**src/rtl/cpu_boot_pkg.sv**
```systemverilog
// Shared types and constants for the boot/run sequencer.
package cpu_boot_pkg;

  typedef enum logic [2:0] {
    ST_IDLE,
    ST_LOAD,
    ST_HOLD,
    ST_RUN,
    ST_PASS,
    ST_FAIL
  } state_e;

  localparam logic [1:0] FAIL_NONE     = 2'd0;
  localparam logic [1:0] FAIL_STORE    = 2'd1;
  localparam logic [1:0] FAIL_TIMEOUT  = 2'd2;
  localparam logic [1:0] FAIL_OVERFLOW = 2'd3;

endpackage

```
**src/rtl/cpu_boot_ctrl_if.sv**
```systemverilog
// Host loader stream, core pins and status bundled for the boot sequencer.
// slave = the sequencer, master = host/core side driving it.
interface cpu_boot_ctrl_if;
  logic        start;
  logic        load_valid;
  logic [31:0] load_data;
  logic        load_last;
  logic        load_ready;
  logic        cpu_reset;
  logic        Ext_MemWrite;
  logic [31:0] Ext_WriteData;
  logic [31:0] Ext_DataAdr;
  logic        MemWrite;
  logic [31:0] WriteData;
  logic [31:0] DataAdr;
  logic        busy;
  logic        done;
  logic        pass;
  logic [1:0]  fail_code;

  modport master (
    output start, load_valid, load_data, load_last, MemWrite, WriteData, DataAdr,
    input  load_ready, cpu_reset, Ext_MemWrite, Ext_WriteData, Ext_DataAdr,
           busy, done, pass, fail_code
  );

  modport slave (
    input  start, load_valid, load_data, load_last, MemWrite, WriteData, DataAdr,
    output load_ready, cpu_reset, Ext_MemWrite, Ext_WriteData, Ext_DataAdr,
           busy, done, pass, fail_code
  );
endinterface

```
**src/rtl/cpu_store_checker.sv**
```systemverilog
// Classifies a core store as the pass signature or a bad store. Scratch
// stores and idle cycles raise neither flag. Kept combinational so the
// FSM's own registers sample the store on the same edge the core issues it.
module cpu_store_checker #(
  parameter logic [31:0] DONE_ADR    = 32'd100,
  parameter logic [31:0] DONE_DATA   = 32'd25,
  parameter logic [31:0] SCRATCH_ADR = 32'd96
) (
  input  logic        mem_write_i,
  input  logic [31:0] data_adr_i,
  input  logic [31:0] write_data_i,
  output logic        pass_o,
  output logic        bad_o
);

  logic done_hit;
  logic scratch_hit;

  // Address/data compare of the current store.
  always_comb begin
    done_hit    = (data_adr_i == DONE_ADR) && (write_data_i == DONE_DATA);
    scratch_hit = (data_adr_i == SCRATCH_ADR);
    pass_o      = mem_write_i && done_hit;
    bad_o       = mem_write_i && !done_hit && !scratch_hit;
  end

endmodule

```
**src/rtl/cpu_boot_ctrl.sv**
```systemverilog
// Boot and run sequencer: parks the core in reset, streams an image into
// core memory, runs the core and watches its stores for a signature.
//
// state | meaning
// IDLE  | core parked, waiting for start
// LOAD  | accepting image beats, one memory write per beat
// HOLD  | one cycle to let the final write land before release
// RUN   | core out of reset, stores monitored, run timer counting
// PASS  | pass signature seen, core parked, status held
// FAIL  | bad store / timeout / overflow, core parked, status held
module cpu_boot_ctrl
  import cpu_boot_pkg::*;
#(
  parameter logic [31:0] LOAD_BASE   = 32'd0,
  parameter int          MAX_WORDS   = 64,
  parameter logic [31:0] DONE_ADR    = 32'd100,
  parameter logic [31:0] DONE_DATA   = 32'd25,
  parameter logic [31:0] SCRATCH_ADR = 32'd96,
  parameter int          TIMEOUT_CYC = 1024
) (
  input logic             clk,
  input logic             reset,
  cpu_boot_ctrl_if.slave  bus
);

  localparam int WW = ($clog2(MAX_WORDS + 1) > 7) ? $clog2(MAX_WORDS + 1) : 7;
  localparam int CW = $clog2(TIMEOUT_CYC + 1);

  state_e        state_q, state_d;
  logic [WW-1:0] wcnt_q, wcnt_d;
  logic [CW-1:0] cyc_q, cyc_d;
  logic [1:0]    fail_q, fail_d;
  logic          ext_we_q, ext_we_d;
  logic [31:0]   ext_wd_q, ext_wd_d;
  logic [31:0]   ext_adr_q, ext_adr_d;
  logic          load_ready_q, cpu_reset_q, busy_q, done_q, pass_q;
  logic          st_pass, st_bad;

  cpu_store_checker #(
    .DONE_ADR    (DONE_ADR),
    .DONE_DATA   (DONE_DATA),
    .SCRATCH_ADR (SCRATCH_ADR)
  ) u_chk (
    .mem_write_i  (bus.MemWrite),
    .data_adr_i   (bus.DataAdr),
    .write_data_i (bus.WriteData),
    .pass_o       (st_pass),
    .bad_o        (st_bad)
  );

  // Next-state, counters and memory-write request.
  always_comb begin
    state_d   = state_q;
    wcnt_d    = wcnt_q;
    cyc_d     = cyc_q;
    fail_d    = fail_q;
    ext_we_d  = 1'b0;
    ext_wd_d  = ext_wd_q;
    ext_adr_d = ext_adr_q;
    unique case (state_q)
      ST_IDLE, ST_PASS, ST_FAIL: begin
        if (bus.start) begin
          state_d = ST_LOAD;
          wcnt_d  = '0;
          cyc_d   = '0;
          fail_d  = FAIL_NONE;
        end
      end
      ST_LOAD: begin
        if (bus.load_valid && load_ready_q) begin
          if (wcnt_q == WW'(MAX_WORDS)) begin
            // Image would exceed capacity: drop the beat, no write.
            state_d = ST_FAIL;
            fail_d  = FAIL_OVERFLOW;
          end else begin
            ext_we_d  = 1'b1;
            ext_wd_d  = bus.load_data;
            ext_adr_d = LOAD_BASE + (32'(wcnt_q) << 2);
            wcnt_d    = wcnt_q + WW'(1);
            if (bus.load_last) state_d = ST_HOLD;
          end
        end
      end
      ST_HOLD: state_d = ST_RUN;
      ST_RUN: begin
        cyc_d = cyc_q + CW'(1);
        // Pass store wins over bad store, which wins over timeout.
        if (st_pass) begin
          state_d = ST_PASS;
        end else if (st_bad) begin
          state_d = ST_FAIL;
          fail_d  = FAIL_STORE;
        end else if (cyc_q == CW'(TIMEOUT_CYC - 1)) begin
          state_d = ST_FAIL;
          fail_d  = FAIL_TIMEOUT;
        end
      end
      default: state_d = ST_IDLE;
    endcase
  end

  // State, counters and registered outputs decoded from the next state.
  always_ff @(posedge clk or posedge reset) begin
    if (reset) begin
      state_q      <= ST_IDLE;
      wcnt_q       <= '0;
      cyc_q        <= '0;
      fail_q       <= FAIL_NONE;
      ext_we_q     <= 1'b0;
      ext_wd_q     <= '0;
      ext_adr_q    <= '0;
      load_ready_q <= 1'b0;
      cpu_reset_q  <= 1'b1;
      busy_q       <= 1'b0;
      done_q       <= 1'b0;
      pass_q       <= 1'b0;
    end else begin
      state_q      <= state_d;
      wcnt_q       <= wcnt_d;
      cyc_q        <= cyc_d;
      fail_q       <= fail_d;
      ext_we_q     <= ext_we_d;
      ext_wd_q     <= ext_wd_d;
      ext_adr_q    <= ext_adr_d;
      load_ready_q <= (state_d == ST_LOAD);
      cpu_reset_q  <= (state_d != ST_RUN);
      busy_q       <= (state_d == ST_LOAD) || (state_d == ST_HOLD) || (state_d == ST_RUN);
      done_q       <= (state_d == ST_PASS) || (state_d == ST_FAIL);
      pass_q       <= (state_d == ST_PASS);
    end
  end

  assign bus.load_ready    = load_ready_q;
  assign bus.cpu_reset     = cpu_reset_q;
  assign bus.Ext_MemWrite  = ext_we_q;
  assign bus.Ext_WriteData = ext_wd_q;
  assign bus.Ext_DataAdr   = ext_adr_q;
  assign bus.busy          = busy_q;
  assign bus.done          = done_q;
  assign bus.pass          = pass_q;
  assign bus.fail_code     = fail_q;

endmodule
```
**src/flat_wrapper.sv**
```systemverilog
// flat-port wrapper written by rule: the top's interface ports become plain ports
module cpu_boot_ctrl_flat import cpu_boot_pkg::*;
#(
  parameter logic [31:0] LOAD_BASE   = 32'd0,
  parameter int          MAX_WORDS   = 64,
  parameter logic [31:0] DONE_ADR    = 32'd100,
  parameter logic [31:0] DONE_DATA   = 32'd25,
  parameter logic [31:0] SCRATCH_ADR = 32'd96,
  parameter int          TIMEOUT_CYC = 1024
)
  (clk, reset, bus_start, bus_load_valid, bus_load_data, bus_load_last, bus_MemWrite, bus_WriteData, bus_DataAdr, bus_load_ready, bus_cpu_reset, bus_Ext_MemWrite, bus_Ext_WriteData, bus_Ext_DataAdr, bus_busy, bus_done, bus_pass, bus_fail_code);
  cpu_boot_ctrl_if bus_i ();
  input logic clk;
  input logic reset;
  input wire logic [$bits(bus_i.start)-1:0] bus_start;
  input wire logic [$bits(bus_i.load_valid)-1:0] bus_load_valid;
  input wire logic [$bits(bus_i.load_data)-1:0] bus_load_data;
  input wire logic [$bits(bus_i.load_last)-1:0] bus_load_last;
  input wire logic [$bits(bus_i.MemWrite)-1:0] bus_MemWrite;
  input wire logic [$bits(bus_i.WriteData)-1:0] bus_WriteData;
  input wire logic [$bits(bus_i.DataAdr)-1:0] bus_DataAdr;
  output wire logic [$bits(bus_i.load_ready)-1:0] bus_load_ready;
  output wire logic [$bits(bus_i.cpu_reset)-1:0] bus_cpu_reset;
  output wire logic [$bits(bus_i.Ext_MemWrite)-1:0] bus_Ext_MemWrite;
  output wire logic [$bits(bus_i.Ext_WriteData)-1:0] bus_Ext_WriteData;
  output wire logic [$bits(bus_i.Ext_DataAdr)-1:0] bus_Ext_DataAdr;
  output wire logic [$bits(bus_i.busy)-1:0] bus_busy;
  output wire logic [$bits(bus_i.done)-1:0] bus_done;
  output wire logic [$bits(bus_i.pass)-1:0] bus_pass;
  output wire logic [$bits(bus_i.fail_code)-1:0] bus_fail_code;
  assign bus_i.start = bus_start;
  assign bus_i.load_valid = bus_load_valid;
  assign bus_i.load_data = bus_load_data;
  assign bus_i.load_last = bus_load_last;
  assign bus_i.MemWrite = bus_MemWrite;
  assign bus_i.WriteData = bus_WriteData;
  assign bus_i.DataAdr = bus_DataAdr;
  assign bus_load_ready = bus_i.load_ready;
  assign bus_cpu_reset = bus_i.cpu_reset;
  assign bus_Ext_MemWrite = bus_i.Ext_MemWrite;
  assign bus_Ext_WriteData = bus_i.Ext_WriteData;
  assign bus_Ext_DataAdr = bus_i.Ext_DataAdr;
  assign bus_busy = bus_i.busy;
  assign bus_done = bus_i.done;
  assign bus_pass = bus_i.pass;
  assign bus_fail_code = bus_i.fail_code;
  cpu_boot_ctrl #(.LOAD_BASE(LOAD_BASE), .MAX_WORDS(MAX_WORDS), .DONE_ADR(DONE_ADR), .DONE_DATA(DONE_DATA), .SCRATCH_ADR(SCRATCH_ADR), .TIMEOUT_CYC(TIMEOUT_CYC)) u_core (.clk(clk), .reset(reset), .bus(bus_i));
endmodule
```
**config.mk**
```make
export PLATFORM = sky130hd
export DESIGN_NAME = cpu_boot_ctrl_flat
export DESIGN_NICKNAME = d
export VERILOG_FILES = /design/src/rtl/cpu_boot_pkg.sv /design/src/rtl/cpu_boot_ctrl_if.sv /design/src/rtl/cpu_store_checker.sv /design/src/rtl/cpu_boot_ctrl.sv /design/src/flat_wrapper.sv
export SDC_FILE = /design/constraint.sdc
export NUM_CORES = 1
export LEC_CHECK = 0
export BUFFER_PORTS_ARGS = -buffer_cell sky130_fd_sc_hd__buf_2
export CAP_MARGIN = 20
export CORE_MARGIN = 2
export CORE_UTILIZATION = 49
export CTS_CLUSTER_SIZE = 8
export DETAILED_ROUTE_END_ITERATION = 10
export PLACE_DENSITY_LB_ADDON = 0.08
export SETUP_SLACK_MARGIN = 0.1
export SLEW_MARGIN = 20
export SYNTH_ARGS = -nofsm -noshare
export SYNTH_HDL_FRONTEND = slang
export SYNTH_SLANG_ARGS = --single-unit
```
**constraint.sdc**
```tcl
create_clock -name clk -period 4.9 [get_ports clk]
set_input_delay 0.245 -clock clk [delete_from_list [all_inputs] [get_ports clk]]
set_output_delay 0.245 -clock clk [all_outputs]
set_load 0.05 [all_outputs]
```
After elaboration in Yosys (flattened, before gate mapping)
Cells that the tools add are included.

storage, ports and cells
  flip-flop bits (word level) = 68
  input port bits = 102
  output and inout bits = 72
  word-level logic and storage cells = 80

operators by class
  add/sub/neg operators = 2
  eq/ne operators = 22
  multiplexer cells = 24
  bitwise operators = 1
  reduce and logical (&&, ||, !) cells = 19

operator list
  kind                                                    number
  equality test 32 x 7 -> 1 bit (second input constant)   2
  equality test 32 x 5 -> 1 bit (second input constant)   1
  case mux 11 bit (2 select lines)                        1
  two-way mux 3 bit                                       7
  two-way mux 7 bit                                       3
  case mux 7 bit (2 select lines)                         1
  equality test 3 x 2 -> 1 bit (second input constant)    4
  equality test 3 bit (second input constant)             4
  two-way mux 2 bit                                       6
  case mux 3 bit (4 select lines)                         1
  adder 11 x 1 -> 11 bit (second input constant)          1
  equality test 11 x 10 -> 1 bit (second input constant)  1
  two-way mux 11 bit                                      1
  adder 7 x 1 -> 7 bit (second input constant)            1
  equality test 7 bit (second input constant)             1
  equality test 3 x 1 -> 1 bit (second input constant)    2
  inequality test 2 bit (second input constant)           3
  case mux 2 bit (3 select lines)                         1
  AND reduction 6 bit                                     1
  logical AND 1 bit                                       5
  inequality test 2 x 1 -> 1 bit (second input constant)  2
  AND reduction 4 bit                                     1
  nonzero test 2 bit                                      2
  zero test 3 bit                                         1
  10 further kinds                                        15

Longest topological paths before layout
  depth after elaboration = 11
  depth in mapped cells = 9
  gate-level depth less buffers = 9

Modules after synthesis
A second synthesis with hierarchy kept.

unflattened totals
  cell total of the unflattened synthesis = 296
  area, all modules = 3427.0 um^2

by module, submodules not included
  module             times used  cells each  area each (um^2)  seq. area each (um^2)
  cpu_boot_ctrl      1           269         3234.4            1702.9
  cpu_store_checker  1           27          192.7             0.0

Least setup slack after synthesis
No wires, ideal clock.

  kind = reg2reg
  start point = register u_core.load_ready_q (netlist: u_core.bus.load_ready)
  end point = register u_core.wcnt_q[4]
  setup time = 134 ps
  arrival time = 1745 ps
  data required time = 4766 ps
  path slack = 3020 ps
  cell stages (with the launch flop) = 7
  clock period less this slack = 1880 ps
  cell sequence = dfrtp_1 -> and4b_1 -> o41ai_1 -> a21oi_1 -> nand4_1 -> xor2_1 -> nor2_1

between the ends
  cells in the longest elaborated chain, start to end = 3

ends and longest elaborated chain
  element                                          line                  RTL
  from (decl)                                      cpu_boot_ctrl.sv:36   logic load_ready_q, cpu_reset_q, busy_q, done_q, pass_q;
  from (signal assigned)                           cpu_boot_ctrl.sv:125  load_ready_q <= (state_d == ST_LOAD);
  logical AND 1 bit                                cpu_boot_ctrl.sv:70   if (bus.load_valid && load_ready_q) begin
  inequality test 2 x 1 -> 1 bit (no source line)  --
  AND reduction 4 bit (no source line)             --
  to (signal assigned)                             cpu_boot_ctrl.sv:119  wcnt_q <= wcnt_d;
  to (decl)                                        cpu_boot_ctrl.sv:30   logic [WW-1:0] wcnt_q, wcnt_d;

No other way between the ends.
A chain may end at the register's enable or synchronous reset.

Worst setup path after layout
  start point = register u_core.wcnt_q[0]
  end point = register u_core.ext_adr_q[6] (netlist: u_core.bus.Ext_DataAdr[6])

between the ends
  cells in the longest elaborated chain, start to end = 3

ends and longest elaborated chain
  element                               line                  RTL
  equality test 7 bit                   cpu_boot_ctrl.sv:71   if (wcnt_q == WW'(MAX_WORDS)) begin
  NOT 1 bit (no source line)            --
  AND reduction 3 bit (no source line)  --
  to (signal assigned)                  cpu_boot_ctrl.sv:124  ext_adr_q <= ext_adr_d;
  to (decl)                             cpu_boot_ctrl.sv:35   logic [31:0] ext_adr_q, ext_adr_d;

No other way between the ends.

==> impl_metrics.toml <==
[status]
status = "finished with violations"
violations = "design-rule violations"

[clocking]
cts-root-buf = "clkbuf_8"
numCtsBuffers = 9
cts_htree_levels = 3
cts.sinks = 68
clk_latency_ns = 0.33
cts_hold_buffers = 0
cts_resized = 0
post_cts_buffers = 0
cts_buffer_depth = 2
clk_pin_slew_ns = 0.07
cts_tree = "yes"

[power]
finalPower_mw = 2.69
powerDensity_nw_per_um2 = 638
peakVddDrop_v = 0.000544
leakage_nw = 2.14

[drt]
dr.pass1.iters = 10
postRouteAntennaNets = 0
route.vias.total = 2641
first_iter_violations = 93
drc = 15
vias_per_cell = 5.09
wl_per_cell_um = 13.5
drt_wl_total_um = 6980

[place]
dp_hpwl_um = 5360
gp_congestion = 0.818
port_buffers = 148

[sta]
setup_viol = 0
drv_slew = 0
fin_skew_ns = 0.00965
hold_viol = 0
rsz0062_at_grt = "no"
relSlewSlack_pct = 44.3
finalCritPeriodShare_pct = 41.8
max_clock_freq_mhz = 488
worst_pin_slew_ns = 0.835
setup_tns_ns = 0
period_minus_slack_ns = 2.05

[synthesis]
synth-main-ff-cell = "dfrtp_1"
syn_area_per_cell_um2 = 11.5
synth_cell_types = 51
async_flop_share_pct = 100
yosysSeqAreaShare_pct = 51.9
ys_seq_elements = 68
syn_inst = 285
synth_edf_count = 0
synth_area_um2 = 3280
synth_warnings = 0

[worst_setup_path]
critical_path_class = "reg -> reg"
critPathMaxFanout = 41
cp-end-kind = "flop"
start_kind = "flop"
worstRegToRegCells = 7
critical_path_arrival_ns = 2.26
cp.required_ns = 5.12

[final_layout]
final_nets = 542
antenna_cells = 0
drive_gt1_share_pct = 48.9
area_growth_pct = 28.3

[global_routing]
grt.total_usage_pct = 19.3
grt_max_degree = 69
first_global_vias = 2491
grt_pass1_wl_um = 11200
grt-ovfl-total = 0
antenna_found_initial = 0

[die]
num_rows = 29
ioPinCount = 174
die_w_um = 85.8
die_area_um2 = 7370
core_um2 = 6420
start_util_pct = 51.1
die_y_um = 85.8

[job]
cap_violations = 0

[hold_path]
hp-class = "in -> async"
## cell usage after synthesis, drive strengths merged (5+ instances only)
| library cell | instances | area (um^2) |
|---|---|---|
| dfrtp | 67 | 1680 |
| mux2 | 39 | 439 |
| buf | 29 | 208 |
| nor2 | 20 | 75.1 |
| nand2 | 16 | 60.1 |
| nor4 | 12 | 96.3 |
| o21ai | 12 | 60.1 |
| nand3 | 11 | 60.1 |
| inv | 8 | 30.0 |
| nand4 | 8 | 50.1 |
| a21oi | 6 | 30.0 |
| and3 | 6 | 37.5 |
| xor2 | 5 | 43.8 |
## final timing paths
check	from	endpoint	slack, ns
max	u_core.wcnt_q[0]	u_core.bus.Ext_DataAdr[6]	2.85
min	reset	u_core.bus.Ext_WriteData[21]	0.13
max reg2reg	u_core.wcnt_q[0]	u_core.bus.Ext_DataAdr[6]	2.85
min reg2reg	u_core.bus.Ext_DataAdr[5]	u_core.bus.Ext_DataAdr[5]	0.48
max in group asynchronous	reset	u_core.cyc_q[8]	4.19
min in group clk	bus_load_data[9]	u_core.bus.Ext_WriteData[9]	0.13
## critical path: stages (launching register included)
cell and delay (ns):
dfrtp_1 0.40, inv_1 0.09, ha_1 0.20, nand2b_1 0.14, nor4_4 0.08, nor3_4 0.16, buf_4 0.44, mux2_2 0.40
## registers in the layout, summed over array words and instances, names as in the netlist
name / count
u_core.bus.Ext_WriteData: 32
u_core.cyc_q: 11
u_core.bus.Ext_DataAdr: 7
u_core.wcnt_q: 7
u_core.state_q: 3
u_core.bus.fail_code: 2
u_core.bus.Ext_MemWrite: 1
u_core.bus.busy: 1
u_core.bus.cpu_reset: 1
u_core.bus.done: 1
u_core.bus.load_ready: 1
u_core.bus.pass: 1
## per-layer routing
layer	track usage, %	up-vias	share of wire, %
met5	0	-	0
met4	6.78	0	1.6
met3	7.80	9	11
met2	31.1	128	47
met1	23.7	1225	41
li1	-	1279	-
## cells in the final DEF (no fill, tap or decap), types with 2 or more instances in the layout
| cell type | instances |
|---|---|
| clkbuf_8 | 10 |
| nand3_1 | 10 |
| clkinvlp_4 | 2 |
| buf_4 | 2 |
| inv_2 | 2 |
| nor2b_1 | 2 |
| nor2_1 | 20 |
| inv_1 | 6 |
| nand2b_1 | 3 |
| and3_1 | 6 |
| mux2_1 | 3 |
| nand4b_1 | 2 |
| conb_1 | 25 |
| dfrtp_1 | 67 |
| a31oi_1 | 4 |
| a21oi_1 | 6 |
| mux2i_1 | 3 |
| o21ai_0 | 12 |
| buf_2 | 148 |
| nand4_1 | 8 |
| ha_1 | 3 |
| nor4_1 | 10 |
| xor2_1 | 5 |
| clkinv_2 | 2 |
| mux2_2 | 36 |
| nand2_1 | 16 |
## stage by stage
step	hold WS (ns)	instance area (um^2)	std cells	setup WS, ns	utilization [%]
2_1_floorplan	0.380	3370	309	2.95	-
3_3_place_gp	0.460	4010	503	2.89	62.4
3_5_place_dp	0.467	4010	503	2.83	62.4
4_1_cts	0.112	4210	519	2.82	65.5
5_1_grt	0.113	4210	519	2.73	65.5
6_report	0.125	4210	519	2.85	65.5
## cell families (layout without fill, tap and decap cells)
kind of cell,after synthesis,in the layout,synth area share [%]
AOI/OAI and AO/OA,33,33,6.83
xor gates and xnor gates,5,5,1.33
adders and majority gates,3,3,1.14
buffers and inverters,41,174,7.70
DFF,68,68,51.9
muxes,42,42,14.3
other,1,25,0.114
and+or+nand+nor,92,92,16.7
## power breakdown
| part | internal (mW) | switching, mW |
|---|---|---|
| Combinational | 0.381 | 0.953 |
| Clock | 0.248 | 0.208 |
| Sequential | 0.766 | 0.130 |
| Total | 1.39 | 1.29 |
## layout make-up
class	instances	area [um^2]
clock buffers	10	138
clock inverters	6	63.8
fillers	550	2210
inverters	8	30.0
multi-input cells	200	1420
flip-flops and latches	68	1700
well taps	77	96.3
repair buffers	150	756
Note: power is estimated with default switching activity, not from simulation.
